[config.mk]
export PLATFORM = sky130hd
export DESIGN_NAME = compare_chunked
export DESIGN_NICKNAME = d
export VERILOG_FILES = /design/src/rtl/compare_pkg.sv /design/src/rtl/compare_step_timer.sv /design/src/rtl/compare_chunked.sv
export SDC_FILE = /design/constraint.sdc
export NUM_CORES = 1
export LEC_CHECK = 0
export ABC_CLOCK_PERIOD_IN_PS = 5300
export CAP_MARGIN = 40
export CELL_PAD_IN_SITES_DETAIL_PLACEMENT = 0
export CELL_PAD_IN_SITES_GLOBAL_PLACEMENT = 1
export CORE_MARGIN = 2
export CORE_UTILIZATION = 45
export CTS_CLUSTER_DIAMETER = 200
export DETAILED_ROUTE_END_ITERATION = 8
export PLACE_DENSITY_LB_ADDON = 0.25
export SLEW_MARGIN = 30
export SYNTH_ARGS = -nofsm -noshare
export SYNTH_HDL_FRONTEND = slang
export SYNTH_HIERARCHICAL = 1
export SYNTH_SLANG_ARGS = --single-unit
[constraint.sdc]
create_clock -name clk -period 5.3 [get_ports clk]
set_input_delay 1.06 -clock clk [delete_from_list [all_inputs] [get_ports clk]]
set_output_delay 1.06 -clock clk [all_outputs]
set_load 0.02 [all_outputs]
[src/rtl/compare_pkg.sv]
// ============================================================================
// compare_pkg : shared types and helpers for the chunk-serial comparator
// Revision    : 1.0
// ============================================================================
`default_nettype none

package compare_pkg;

  typedef enum logic [1:0] {
    IDLE    = 2'd0,
    COMPARE = 2'd1,
    DONE    = 2'd2
  } cmp_state_t;

  function automatic int chunks(input int width, input int chunk);
    return width / chunk;
  endfunction

endpackage

`default_nettype wire

[src/rtl/compare_step_timer.sv]
// ============================================================================
// compare_step_timer : STEP_CYCLES down-counter, one-cycle tick per slice step
// Revision           : 1.0
// ============================================================================
`default_nettype none

module compare_step_timer #(
  parameter  int STEP_CYCLES = 1,
  localparam int CW          = $clog2(STEP_CYCLES) + 1
) (
  input  logic clk,
  input  logic rst_n,
  input  logic active,
  output logic tick
);

  localparam logic [CW-1:0] C_LOAD = CW'(STEP_CYCLES - 1);

  logic [CW-1:0] count_q;
  logic [CW-1:0] count_d;

  // While inactive the counter sits preloaded, so the first tick lands
  // exactly STEP_CYCLES edges after the start edge.
  always_comb begin
    tick    = active && (count_q == '0);
    count_d = C_LOAD;
    if (active && !tick) begin
      count_d = count_q - CW'(1);
    end
  end

  always_ff @(posedge clk or negedge rst_n) begin
    if (!rst_n) begin
      count_q <= '0;
    end else begin
      count_q <= count_d;
    end
  end

endmodule

`default_nettype wire

[src/rtl/compare_chunked.sv]
// ============================================================================
// compare_chunked : chunk-serial secret comparator, early-exit or constant-time
// Revision        : 1.0
// ============================================================================
`default_nettype none

module compare_chunked
  import compare_pkg::*;
#(
  parameter  int WIDTH       = 8,
  parameter  int CHUNK       = 2,
  parameter  int STEP_CYCLES = 1,
  localparam int NUM_CHUNKS  = chunks(WIDTH, CHUNK),
  localparam int IW          = $clog2(NUM_CHUNKS + 1)
) (
  input  logic             clk,
  input  logic             rst_n,
  input  logic             enable,
  input  logic             restart,
  input  logic             const_time,
  input  logic [WIDTH-1:0] correct_value,
  input  logic [WIDTH-1:0] guessed_value,
  output logic             busy,
  output logic             success,
  output logic             fail,
  output logic [IW-1:0]    match_count
);

  localparam int          NSEL       = 1 << IW;
  localparam logic [IW-1:0] C_LAST_IDX = IW'(NUM_CHUNKS - 1);
  localparam logic [IW-1:0] C_ALL_OK   = IW'(NUM_CHUNKS);

  if ((CHUNK < 1) || (CHUNK > WIDTH) || ((WIDTH % CHUNK) != 0)) begin : g_chk_width
    $error("compare_chunked: WIDTH must be a non-zero multiple of CHUNK");
  end
  if (STEP_CYCLES < 1) begin : g_chk_step
    $error("compare_chunked: STEP_CYCLES must be at least 1");
  end

  cmp_state_t       state_q, state_d;
  logic [IW-1:0]    idx_q, idx_d;
  logic [WIDTH-1:0] op_c_q, op_c_d;
  logic [WIDTH-1:0] op_g_q, op_g_d;
  logic             ct_q, ct_d;
  logic             miss_q, miss_d;
  logic [IW-1:0]    miss_idx_q, miss_idx_d;
  logic             busy_q, busy_d;
  logic             success_q, success_d;
  logic             fail_q, fail_d;
  logic [IW-1:0]    match_count_q, match_count_d;

  logic             tick;
  logic             slice_ok;
  logic [NSEL-1:0]  slice_eq;

  // Pad the per-slice compare vector to a power of two so the IW-bit index
  // selects it without a range mismatch.
  for (genvar gi = 0; gi < NSEL; gi++) begin : g_slice
    if (gi < NUM_CHUNKS) begin : g_real
      assign slice_eq[gi] = (op_c_q[gi*CHUNK +: CHUNK] == op_g_q[gi*CHUNK +: CHUNK]);
    end else begin : g_pad
      assign slice_eq[gi] = 1'b1;
    end
  end

  assign slice_ok = slice_eq[idx_q];

  compare_step_timer #(
    .STEP_CYCLES (STEP_CYCLES)
  ) u_step_timer (
    .clk    (clk),
    .rst_n  (rst_n),
    .active ((state_q == COMPARE) && !restart),
    .tick   (tick)
  );

  always_comb begin
    state_d       = state_q;
    idx_d         = idx_q;
    op_c_d        = op_c_q;
    op_g_d        = op_g_q;
    ct_d          = ct_q;
    miss_d        = miss_q;
    miss_idx_d    = miss_idx_q;
    busy_d        = busy_q;
    success_d     = success_q;
    fail_d        = fail_q;
    match_count_d = match_count_q;

    case (state_q)
      IDLE: begin
        if (!restart && enable) begin
          state_d    = COMPARE;
          op_c_d     = correct_value;
          op_g_d     = guessed_value;
          ct_d       = const_time;
          idx_d      = '0;
          miss_d     = 1'b0;
          miss_idx_d = '0;
          busy_d     = 1'b1;
        end
      end

      COMPARE: begin
        if (restart) begin
          state_d       = IDLE;
          busy_d        = 1'b0;
          success_d     = 1'b0;
          fail_d        = 1'b0;
          match_count_d = '0;
        end else if (tick) begin
          if (!slice_ok && !ct_q) begin
            state_d       = DONE;
            busy_d        = 1'b0;
            fail_d        = 1'b1;
            match_count_d = idx_q;
          end else if (idx_q == C_LAST_IDX) begin
            state_d = DONE;
            busy_d  = 1'b0;
            if (miss_q) begin
              fail_d        = 1'b1;
              match_count_d = miss_idx_q;
            end else if (!slice_ok) begin
              fail_d        = 1'b1;
              match_count_d = idx_q;
            end else begin
              success_d     = 1'b1;
              match_count_d = C_ALL_OK;
            end
          end else begin
            // Constant-time mode remembers only the first mismatch.
            if (!slice_ok && !miss_q) begin
              miss_d     = 1'b1;
              miss_idx_d = idx_q;
            end
            idx_d = idx_q + IW'(1);
          end
        end
      end

      DONE: begin
        if (!enable || restart) begin
          state_d       = IDLE;
          success_d     = 1'b0;
          fail_d        = 1'b0;
          match_count_d = '0;
        end
      end

      default: begin
        state_d = IDLE;
      end
    endcase
  end

  always_ff @(posedge clk or negedge rst_n) begin
    if (!rst_n) begin
      state_q       <= IDLE;
      idx_q         <= '0;
      op_c_q        <= '0;
      op_g_q        <= '0;
      ct_q          <= 1'b0;
      miss_q        <= 1'b0;
      miss_idx_q    <= '0;
      busy_q        <= 1'b0;
      success_q     <= 1'b0;
      fail_q        <= 1'b0;
      match_count_q <= '0;
    end else begin
      state_q       <= state_d;
      idx_q         <= idx_d;
      op_c_q        <= op_c_d;
      op_g_q        <= op_g_d;
      ct_q          <= ct_d;
      miss_q        <= miss_d;
      miss_idx_q    <= miss_idx_d;
      busy_q        <= busy_d;
      success_q     <= success_d;
      fail_q        <= fail_d;
      match_count_q <= match_count_d;
    end
  end

  assign busy        = busy_q;
  assign success     = success_q;
  assign fail        = fail_q;
  assign match_count = match_count_q;

endmodule

`default_nettype wire
# --- Yosys cells after proc, flatten, opt, wreduce, memory -nomap -nowiden ---
# Cells that the tools add are included.
totals:
  rom_bits: 0
  mem_count: 0
  ram_bits: 0
  latchBits: 0
  reg_bits: 33
classes:
  mul: 0
  n_shift: 0
  muxes: 58
  n_div: 0
  n_eq_ne: 21
  bitwise: 1
  addsub: 2
  n_reduce_logical: 24
  n_lt_le_gt_ge: 1
op_table:
  columns: ["operator", "n"]
  rows:
  - ["2-to-1 mux 3 bit", 17]
  - ["2-to-1 mux 1 bit", 26]
  - ["case mux 3 bit (2 select lines)", 3]
  - ["AND reduction 7 bit", 2]
  - ["2-to-1 mux 2 bit", 6]
  - ["inequality test 2 bit, second input constant", 6]
  - ["inequality test 3 bit, second input constant", 4]
  - ["AND reduction 4 bit", 3]
  - ["equality test 2 bit", 4]
  - ["case mux 1 bit (2 select lines)", 4]
  - ["logical AND 1 bit", 6]
  - ["logical NOT 1 bit", 6]
  - ["case mux 2 bit (3 select lines)", 1]
  - ["AND reduction 6 bit", 1]
  - ["inequality test 5 x 4 -> 1 bit, second input constant", 1]
  - ["AND reduction 5 bit", 1]
  - ["less-than comparator 3 x 4 -> 1 bit, second input constant", 1]
  - ["inequality test 4 x 2 -> 1 bit, second input constant", 1]
  - ["nonzero test 2 bit", 2]
  - ["adder 3 x 1 -> 3 bit, second input constant", 1]
  - ["binary-select mux 1 bit (select 3 bit)", 1]
  - ["equality test 3 x 2 -> 1 bit, second input constant", 1]
  - ["inequality test 3 x 2 -> 1 bit, second input constant", 1]
  - ["equality test 2 x 1 -> 1 bit, second input constant", 1]
  - ["other kinds (7)", 7]

# --- Longest topological paths before layout ---
# Gate-level depths: netlist of the first run.
logic_depth:
  depth_word: 11
  depth_mapped: 10
  depth_no_buf: 10

# --- Cells and area by module ---
# The synthesis of the first run kept the hierarchy.
modules_own_cells:
  columns: ["mod", "n_inst", "area_per_inst_um2", "cells_per_inst", "seq_area_each_um2"]
  rows:
  - ["compare_chunked", 1, 1699.1, 147, 800.8]
  - ["compare_step_timer", 1, 42.5, 3, 25.0]

# --- Least setup slack after synthesis of the first run ---
# No wires, ideal clock.
synth_path:
  kind: "input port to flip-flop"
  from: "input restart"
  to: "register match_count_q[0] (netlist: match_count[0])"
  arrival_ns: 2.738
  slack_ns: 2.437
  setup_time_ns: 0.125
  stages: 8
  n_path_buf: 1
  cell_sequence: "clkbuf_1 > nand2b_1 > inv_1 > nor2b_4 > inv_1 > or4_1 > o21ai_2 > mux2_4"
synth_between:
  elab_chain_cells: 5
synth_rtl:
  columns: ["item", "line_no", "text"]
  rows:
  - ["start, declared", "compare_chunked.sv:19", "input logic restart,"]
  - ["logical NOT 1 bit", "compare_chunked.sv:73", ".active ((state_q == COMPARE) && !restart),"]
  - ["logical AND 1 bit", "compare_chunked.sv:73", null]
  - ["logical AND 1 bit", "compare_step_timer.sv:25", "tick = active && (count_q == '0);"]
  - ["via tick", "compare_chunked.sv:52", "logic tick;"]
  - ["inequality test 3 bit (no line)", null, null]
  - ["AND reduction 4 bit (no line)", null, null]
  - ["end signal, assigned", "compare_chunked.sv:180", "match_count_q <= match_count_d;"]
  - ["end, declared", "compare_chunked.sv:50", "logic [IW-1:0] match_count_q, match_count_d;"]
# The timed path passes the listed nets, and every way through them passes these cells.
# A chain may end at the register's enable or synchronous reset.

# --- Final worst setup path of the first run ---
layout_path:
  from: "input restart"
  to: "register match_count_q[1] (netlist: match_count[1])"
# The elaborated chain is that of the path after synthesis.

==> summary.txt, run 1 <==
Outcome
  • Status: finished, final reports clean

Floorplan
  • Die height: 66.2 µm
  • Die Span X: 66.2 µm
  • # rows: 22
  • Die footprint: 0.00438 mm²
  • Initial Util: 0.472
  • Core ar.: 0.00369 mm²
  • I/O pins: 27

Detailed routing
  • Routed WL: 3190 µm
  • Drt pass-1 iters: 4
  • Vias per inst: 5.45
  • DR iter-0 viols: 50
  • Via count: 1242
  • Residual DRC: 0
  • Antenna-violating nets left: 0
  • Routed WL per cell: 14.0 µm

Synthesis
  • Ys async rst share: 1.00
  • Avg Inst Size Synth: 11.6 µm²
  • Warnings from Yosys: 6
  • Syn Nets: 176
  • Mapped Cells: 150
  • Number of synthesized flops with an enable pin: 0
  • Post-Syn Area: 0.00174 mm²
  • Prevailing post-synth register cell: dfrtp_1
  • Unique masters post-synth: 44
  • Register bit total from synthesis: 33
  • Register area share after synthesis: 0.474

Worst setup path
  • CP required: 5.46 ns
  • Worst-case reg-to-reg path depth: 9
  • Critical path class: in -> reg
  • Worst-path fanout max: 10
  • Worst setup EP type: register
  • CP Data Arrival Time: 3.35 ns
  • CP startpoint: restart
  • CP Capture Point: match_count[1]
  • Crit start category: primary input
  • R2R Path Start: state_q[1]
  • Reg-to-reg endpoint: match_count[1]
  • Worst R2R Setup Slack: 2.57 ns

Timing
  • Total negative slack: 0 ns
  • Setup violations, final: 0
  • Final Hold Fails: 0
  • Fin. max-slew vios: 0
  • Setup WS post-layout: 2.12 ns
  • Worst-margin pin slew: 0.773 ns
  • Max Clock Freq: 0.314 GHz
  • Final Skew: 0.00869 ns
  • Unrepaired setup endpoints after global routing: no
  • Slew HR: 0.480
  • Minimum clock period: 3.18 ns
  • Final Cycle Share: 0.601

Pwr
  • Cell internal pwr: 708 µW
  • P_leak: 0.000955 µW
  • Clk pwr share: 0.149
  • Net Sw Power: 412 µW
  • Pwr per Cell Area: 523 mW/mm²
  • Peak VDD IR: 0.232 mV
  • Switch share: 0.368
  • Seq pwr share: 0.387
  • Combinational Power Share: 0.464

CTS
  • Clock Latency Late Sink: 0.28 ns
  • Depth of the CTS H-tree: 2
  • CTS buffer count: 5
  • Root Buffer: clkbuf_8
  • Gates resized, CTS repair: 0
  • CTS sink count: 33
  • CTS tree: yes
  • Hold Buf Count CTS: 0
  • CTS clk-pin slew, worst paths: 0.07 ns
  • Max clock buf depth: 2
  • Setup Buffers After CTS: 0

GRT
  • Grt ovf: 0
  • Number of global-route vias before repair: 1261
  • GRT Util Overall: 0.173
  • First-pass GRT wire length: 5690 µm
  • Initial antenna violation count: 0
  • Pin count of the biggest net entering global routing: 34

Placement
  • GPL Wtd Cong: 0.906
  • Placed wire-length estimate: 2430 µm
  • Worst slack, placed: 1.85 ns
  • Placed cell count: 222
  • IO buf count: 26

Min path
  • Hold path start: fail
  • Hold WC Path Type: reg -> reg

Final layout
  • Ratio of cells with drive above 1 in the final layout: 0.200
  • Layout area overhead: 23.1%
  • Fin nets: 207
  • Post-route insts no fill: 228
  • Inserted Diodes: 0

Flow run
  • Maximum capacitance violations: 0
-- placed cells by master, fill, tap and decap left out, types with 2 or more instances in the layout --
master,instances
a211oi_1,2
a22o_1,2
mux2_2,19
o21ai_0,3
xor2_1,4
a21oi_1,5
nand2_1,4
ha_1,5
o211a_1,3
clkdlybuf4s50_1,26
nand4_1,2
mux2_4,2
and2_1,3
nor4_1,2
dfrtp_1,33
clkbuf_8,5
nor2_1,8
a41o_1,2
xnor2_1,4
nand2b_1,3
nor3_1,3
o221ai_1,2
inv_1,11
a32o_1,2
mux2i_1,2
-- per-layer routing --
metal,vias up,wire length (µm),GRT usage
met1,597,1350,0.211
met2,33,1620,0.278
li1,604,-,-
met3,8,151,0.0375
met5,-,0,0
met4,0,67,0.105
-- synth_stat cells, types with 2 or more instances --
| cell type | number | area (µm²) |
|---|---|---|
| a211oi_1 | 2 | 15.0 |
| a21oi_1 | 5 | 25.0 |
| a22o_1 | 2 | 17.5 |
| a32o_1 | 2 | 20.0 |
| a41o_1 | 2 | 20.0 |
| and2_1 | 3 | 18.8 |
| clkbuf_1 | 4 | 15.0 |
| dfrtp_1 | 33 | 826 |
| ha_1 | 5 | 62.6 |
| inv_1 | 11 | 41.3 |
| mux2_2 | 19 | 214 |
| mux2_4 | 2 | 30.0 |
| mux2i_1 | 2 | 20.0 |
| nand2_1 | 4 | 15.0 |
| nand2b_1 | 3 | 18.8 |
| nand4_1 | 2 | 12.5 |
| nor2_1 | 8 | 30.0 |
| nor3_1 | 3 | 15.0 |
| nor4_1 | 2 | 12.5 |
| o211a_1 | 3 | 30.0 |
| o21ai_0 | 3 | 15.0 |
| o221ai_1 | 2 | 17.5 |
| xnor2_1 | 4 | 35.0 |
| xor2_1 | 4 | 35.0 |
-- power by group through the flow --
stage / Combinational [µW] / Clock [µW] / Sequential, µW
floorplan: 375 / 0 / 438
CTS: 521 / 174 / 434
finish: 520 / 167 / 433
global route: 577 / 188 / 450
global placement: 510 / 0 / 433
detailed placement: 518 / 0 / 439
-- critical path: stages --
cell	delay [ns]
clkdlybuf4s50_1	0.56
nand2b_1	0.28
inv_1	0.13
nor2b_4	0.15
inv_1	0.09
or4_1	0.52
o21ai_2	0.24
mux2_4	0.33
-- worst min path at each step --
stage | end | slack, ns | cells after the start
3_5_place_dp | miss_idx_q[2] | 0.48 | 1
4_1_cts | miss_idx_q[2] | 0.50 | 1
2_1_floorplan | miss_idx_q[2] | 0.45 | 1
6_report | fail | 0.50 | 1
3_3_place_gp | fail | 0.47 | 1
5_1_grt | success | 0.53 | 1
-- final cells by class --
| type | instances | area, µm² |
|---|---|---|
| well taps | 48 | 60.1 |
| clock inverters | 1 | 5.00 |
| flip-flops and latches | 33 | 826 |
| fillers | 329 | 1550 |
| clock buffers | 5 | 68.8 |
| inverters | 11 | 41.3 |
| repair buffers | 28 | 283 |
| multi-input cells | 102 | 860 |
-- flip-flops by register name (all words and copies together) (netlist names) --
name / flops
op_c_q: 8
op_g_q: 8
idx_q: 3
match_count: 3
miss_idx_q: 3
state_q: 2
busy: 1
ct_q: 1
fail: 1
miss_q: 1
success: 1
u_step_timer/count_q: 1
-- per-stage QoR --
stage | power [µW] | hold WS [ns] | cell area (µm²) | util
2_1_floorplan | 813 | 0.454 | 1740 | -
3_3_place_gp | 943 | 0.468 | 2050 | 0.557
3_5_place_dp | 958 | 0.485 | 2070 | 0.561
4_1_cts | 1130 | 0.505 | 2140 | 0.581
5_1_grt | 1210 | 0.530 | 2140 | 0.581
6_report | 1120 | 0.502 | 2140 | 0.581
-- logic make-up (layout without fill, tap and decap cells) --
logic type | after synthesis | after routing | share of synthesized area
AND/OR/NAND/NOR | 34 | 34 | 0.116
flip-flops | 33 | 33 | 0.474
AO/OA/AOI/OAI | 30 | 30 | 0.142
multiplexers | 24 | 24 | 0.158
buffers and inverters | 15 | 45 | 0.0323
XOR/XNOR | 8 | 8 | 0.0402
adder cells (fa/ha/maj) | 5 | 5 | 0.0359
other | 1 | 1 | 0.00215
Power figures use the tool's default switching activity.
==> inputs of run 2 (changes only) <==
--- a/config.mk
+++ b/config.mk
@@ -5,12 +5,12 @@
 export SDC_FILE = /design/constraint.sdc
 export NUM_CORES = 1
 export LEC_CHECK = 0
-export ABC_CLOCK_PERIOD_IN_PS = 5300
+export ABC_CLOCK_PERIOD_IN_PS = 3000
 export CAP_MARGIN = 40
 export CELL_PAD_IN_SITES_DETAIL_PLACEMENT = 0
 export CELL_PAD_IN_SITES_GLOBAL_PLACEMENT = 1
 export CORE_MARGIN = 2
-export CORE_UTILIZATION = 45
+export CORE_UTILIZATION = 42
 export CTS_CLUSTER_DIAMETER = 200
 export DETAILED_ROUTE_END_ITERATION = 8
 export PLACE_DENSITY_LB_ADDON = 0.25
==> constraint.sdc (replaced) <==
create_clock -name clk -period 3 [get_ports clk]
set_input_delay 0.6 -clock clk [delete_from_list [all_inputs] [get_ports clk]]
set_output_delay 0.6 -clock clk [all_outputs]
set_load 0.02 [all_outputs]
==> run 2 against run 1 <==
Via count is 1.3% higher. Critical path depth unchanged. Die area rose by 6.7%. Critical endpoint is now match_count[0]. Clock skew fell by 0.0035 ns. Total power is 79% higher. Clock-buffer cell count grew 3. Core utilization fell by 4.1 points. Sequential power grew 78%. Cell area up 0.76%. Combinational power up 78%. Worst hold slack worse by 0.010 ns.
==> summary.txt, run 2 (synthesized netlist as in run 1, its figures left out) <==
Outcome
  • Status: finished, final reports clean

CTS
  • Clock Latency Late Sink: 0.28 ns (about the same)
  • CTS buffer count: 5 (unchanged)
  • CTS tree: yes
  • Hold Buf Count CTS: 0 (unchanged)
  • Max clock buf depth: 2 (unchanged)
  • Setup Buffers After CTS: 0 (unchanged)
  • Root Buffer: clkbuf_8
  • Depth of the CTS H-tree: 2 (unchanged)
  • Gates resized, CTS repair: 0 (unchanged)
  • CTS sink count: 33 (unchanged)
  • CTS clk-pin slew, worst paths: 0.06 ns (about the same)

Floorplan
  • Initial Util: 0.435 (-0.0368)
  • I/O pins: 27 (unchanged)
  • Die height: 68.4 µm (+3.3%)
  • Die footprint: 0.00468 mm² (+6.7%)
  • # rows: 23 (+4.5%)
  • Die Span X: 68.4 µm (+3.3%)
  • Core ar.: 0.00400 mm² (+8.4%)

Final layout
  • Most frequent cells in the layout: dfrtp_1, clkdlybuf4s50_1, mux2_2
  • Ratio of cells with drive above 1 in the final layout: 0.201 (+0.00109)
  • Fin nets: 209 (+0.97%)
  • Post-layout util: 0.540 (-0.0412)
  • Top Registers: op_c_q x8, op_g_q x8
  • Post-route insts no fill: 234 (+2.6%)
  • Finished Cell Area: 0.00216 mm² (+0.76%)
  • Fillers: 377 (+15%)
  • Inserted Diodes: 0 (unchanged)
  • Layout area overhead: 24.0%
  • Most common cell after layout, fill and taps aside: dfrtp_1

GRT
  • Initial antenna violation count: 0 (unchanged)
  • GRT Util Overall: 0.176 (+0.00308)
  • First-pass GRT wire length: 5940 µm (+4.5%)
  • Pin count of the biggest net entering global routing: 34 (unchanged)
  • Number of global-route vias before repair: 1340 (+6.3%)
  • Grt ovf: 0 (unchanged)

Pwr
  • Clk pwr share: 0.156 (+0.007)
  • P_leak: 0.000961 µW (+0.65%)
  • Cell internal pwr: 1270 µW (+79%)
  • Combinational Power Share: 0.461 (-0.003)
  • Switch share: 0.366 (-0.00132)
  • Seq pwr share: 0.384 (-0.003)
  • Pwr per Cell Area: 927 mW/mm² (+77%)
  • Peak VDD IR: 0.400 mV (+72%)
  • Net Sw Power: 734 µW (+78%)

Timing
  • Unrepaired setup endpoints after global routing: no
  • Fin. max-slew vios: 0 (unchanged)
  • Minimum clock period: 2.50 ns
  • Setup violations, final: 0 (unchanged)
  • Total negative slack: 0 ns (unchanged)
  • Final Skew: 0.00515 ns (-0.00354 ns)
  • Final Cycle Share: 0.833
  • Max Clock Freq: 0.400 GHz
  • Slew HR: 0.509 (+0.0298)
  • Worst-margin pin slew: 0.729 ns (-0.0443 ns)
  • Final Hold Fails: 0 (unchanged)

Worst setup path
  • Worst setup EP type: register
  • Worst path max stage delay: 0.52 ns (-0.04 ns)
  • Critical path class: in -> reg
  • CP Data Arrival Time: 2.67 ns (-0.68 ns)
  • Slowest CP cell: or4_1
  • Worst-path fanout max: 5 (-5)
  • Worst R2R Setup Slack: 0.65 ns (-1.92 ns)
  • CP required: 3.17 ns (-2.29 ns)
  • Cell occurring most often along the worst timing path: inv_1
  • Crit start category: primary input
  • CP Cell Sequence: clkdlybuf4s50_1, nand2b_1, inv_1, nor2b_4, inv_1, or4_1, o21ai_2, mux2_4

Placement
  • DP Area: 0.00208 mm² (+0.48%)
  • IO buf count: 26 (unchanged)
  • Placed wire-length estimate: 2580 µm (+6.1%)
  • GPL Wtd Cong: 0.891 (-1.7%)
  • Placed cell count: 226 (+1.8%)

Detailed routing
  • Routed WL: 3370 µm (+5.7%)
  • Residual DRC: 0 (unchanged)
  • DR iter-0 viols: 67 (+34%)
  • Antenna-violating nets left: 0 (unchanged)
  • Vias per inst: 5.38 (-1.3%)
  • Via count: 1258 (+1.3%)
  • Drt pass-1 iters: 4 (unchanged)
  • Routed WL per cell: 14.4 µm (+3.0%)

Min path
  • Hold WC Path Type: reg -> reg

Flow run
  • Maximum capacitance violations: 0 (unchanged)
run 2: changes by cell type in the layout (fill, tap and decap cells not counted):
cell,before,now
buf_8,1,0
clkinv_2,1,0
clkbuf_1,0,3
buf_4,1,4
run 2: metrics by stage:
step	hold slack, ns	total power (µW)	setup WS (ns)
floorplan	0.304	1440	0.597
finish	0.492	2000	0.501
CTS	0.497	2030	0.498
global placement	0.472	1680	0.256
detailed placement	0.481	1710	0.216
global route	0.513	2170	0.402
run 2: metal layers:
| layer | global-route usage | share of wire | wire length, µm | vias to the layer above |
|---|---|---|---|---|
| li1 | - | - | - | 612 |
| met1 | 0.210 | 0.42 | 1420 | 604 |
| met2 | 0.293 | 0.51 | 1720 | 34 |
| met3 | 0.0510 | 0.052 | 176 | 8 |
| met4 | 0.0750 | 0.019 | 63 | 0 |
| met5 | 0 | 0 | 0 | - |
run 2: power by group through the flow:
stage / combinational [µW] / clock [µW] / sequential (µW)
final: 923 / 311 / 769
after global placement: 911 / 0 / 764
after floorplan: 662 / 0 / 774
after detailed placement: 928 / 0 / 778
after global routing: 1030 / 344 / 793
after CTS: 935 / 322 / 770
run 2: final timing paths:
path,from,end,depth (start not counted)
max,restart,match_count[0],8
min reg2reg,fail,fail,1
min,fail,fail,1
min in group asynchronous,rst_n,op_c_q[0],2
max in group asynchronous,rst_n,miss_idx_q[2],2
max reg2reg,state_q[1],match_count[0],9
run 2: worst max-delay path: cells and delay by family:
| kind | cells | cell delay (ns) |
|---|---|---|
| buffers and inverters | 3 | 0.61 |
| AND/OR/NAND/NOR | 3 | 0.88 |
| multiplexers | 1 | 0.33 |
| AO/OA/AOI/OAI | 1 | 0.25 |
run 2: final cells by class:
type | instances | area [µm²] | share of cell area
multi-input cells | 102 | 860 | 0.398
flip-flops and latches | 33 | 826 | 0.382
repair buffers | 30 | 290 | 0.134
clock buffers | 8 | 80.1 | 0.0371
well taps | 50 | 62.6 | 0.0290
inverters | 11 | 41.3 | 0.0191
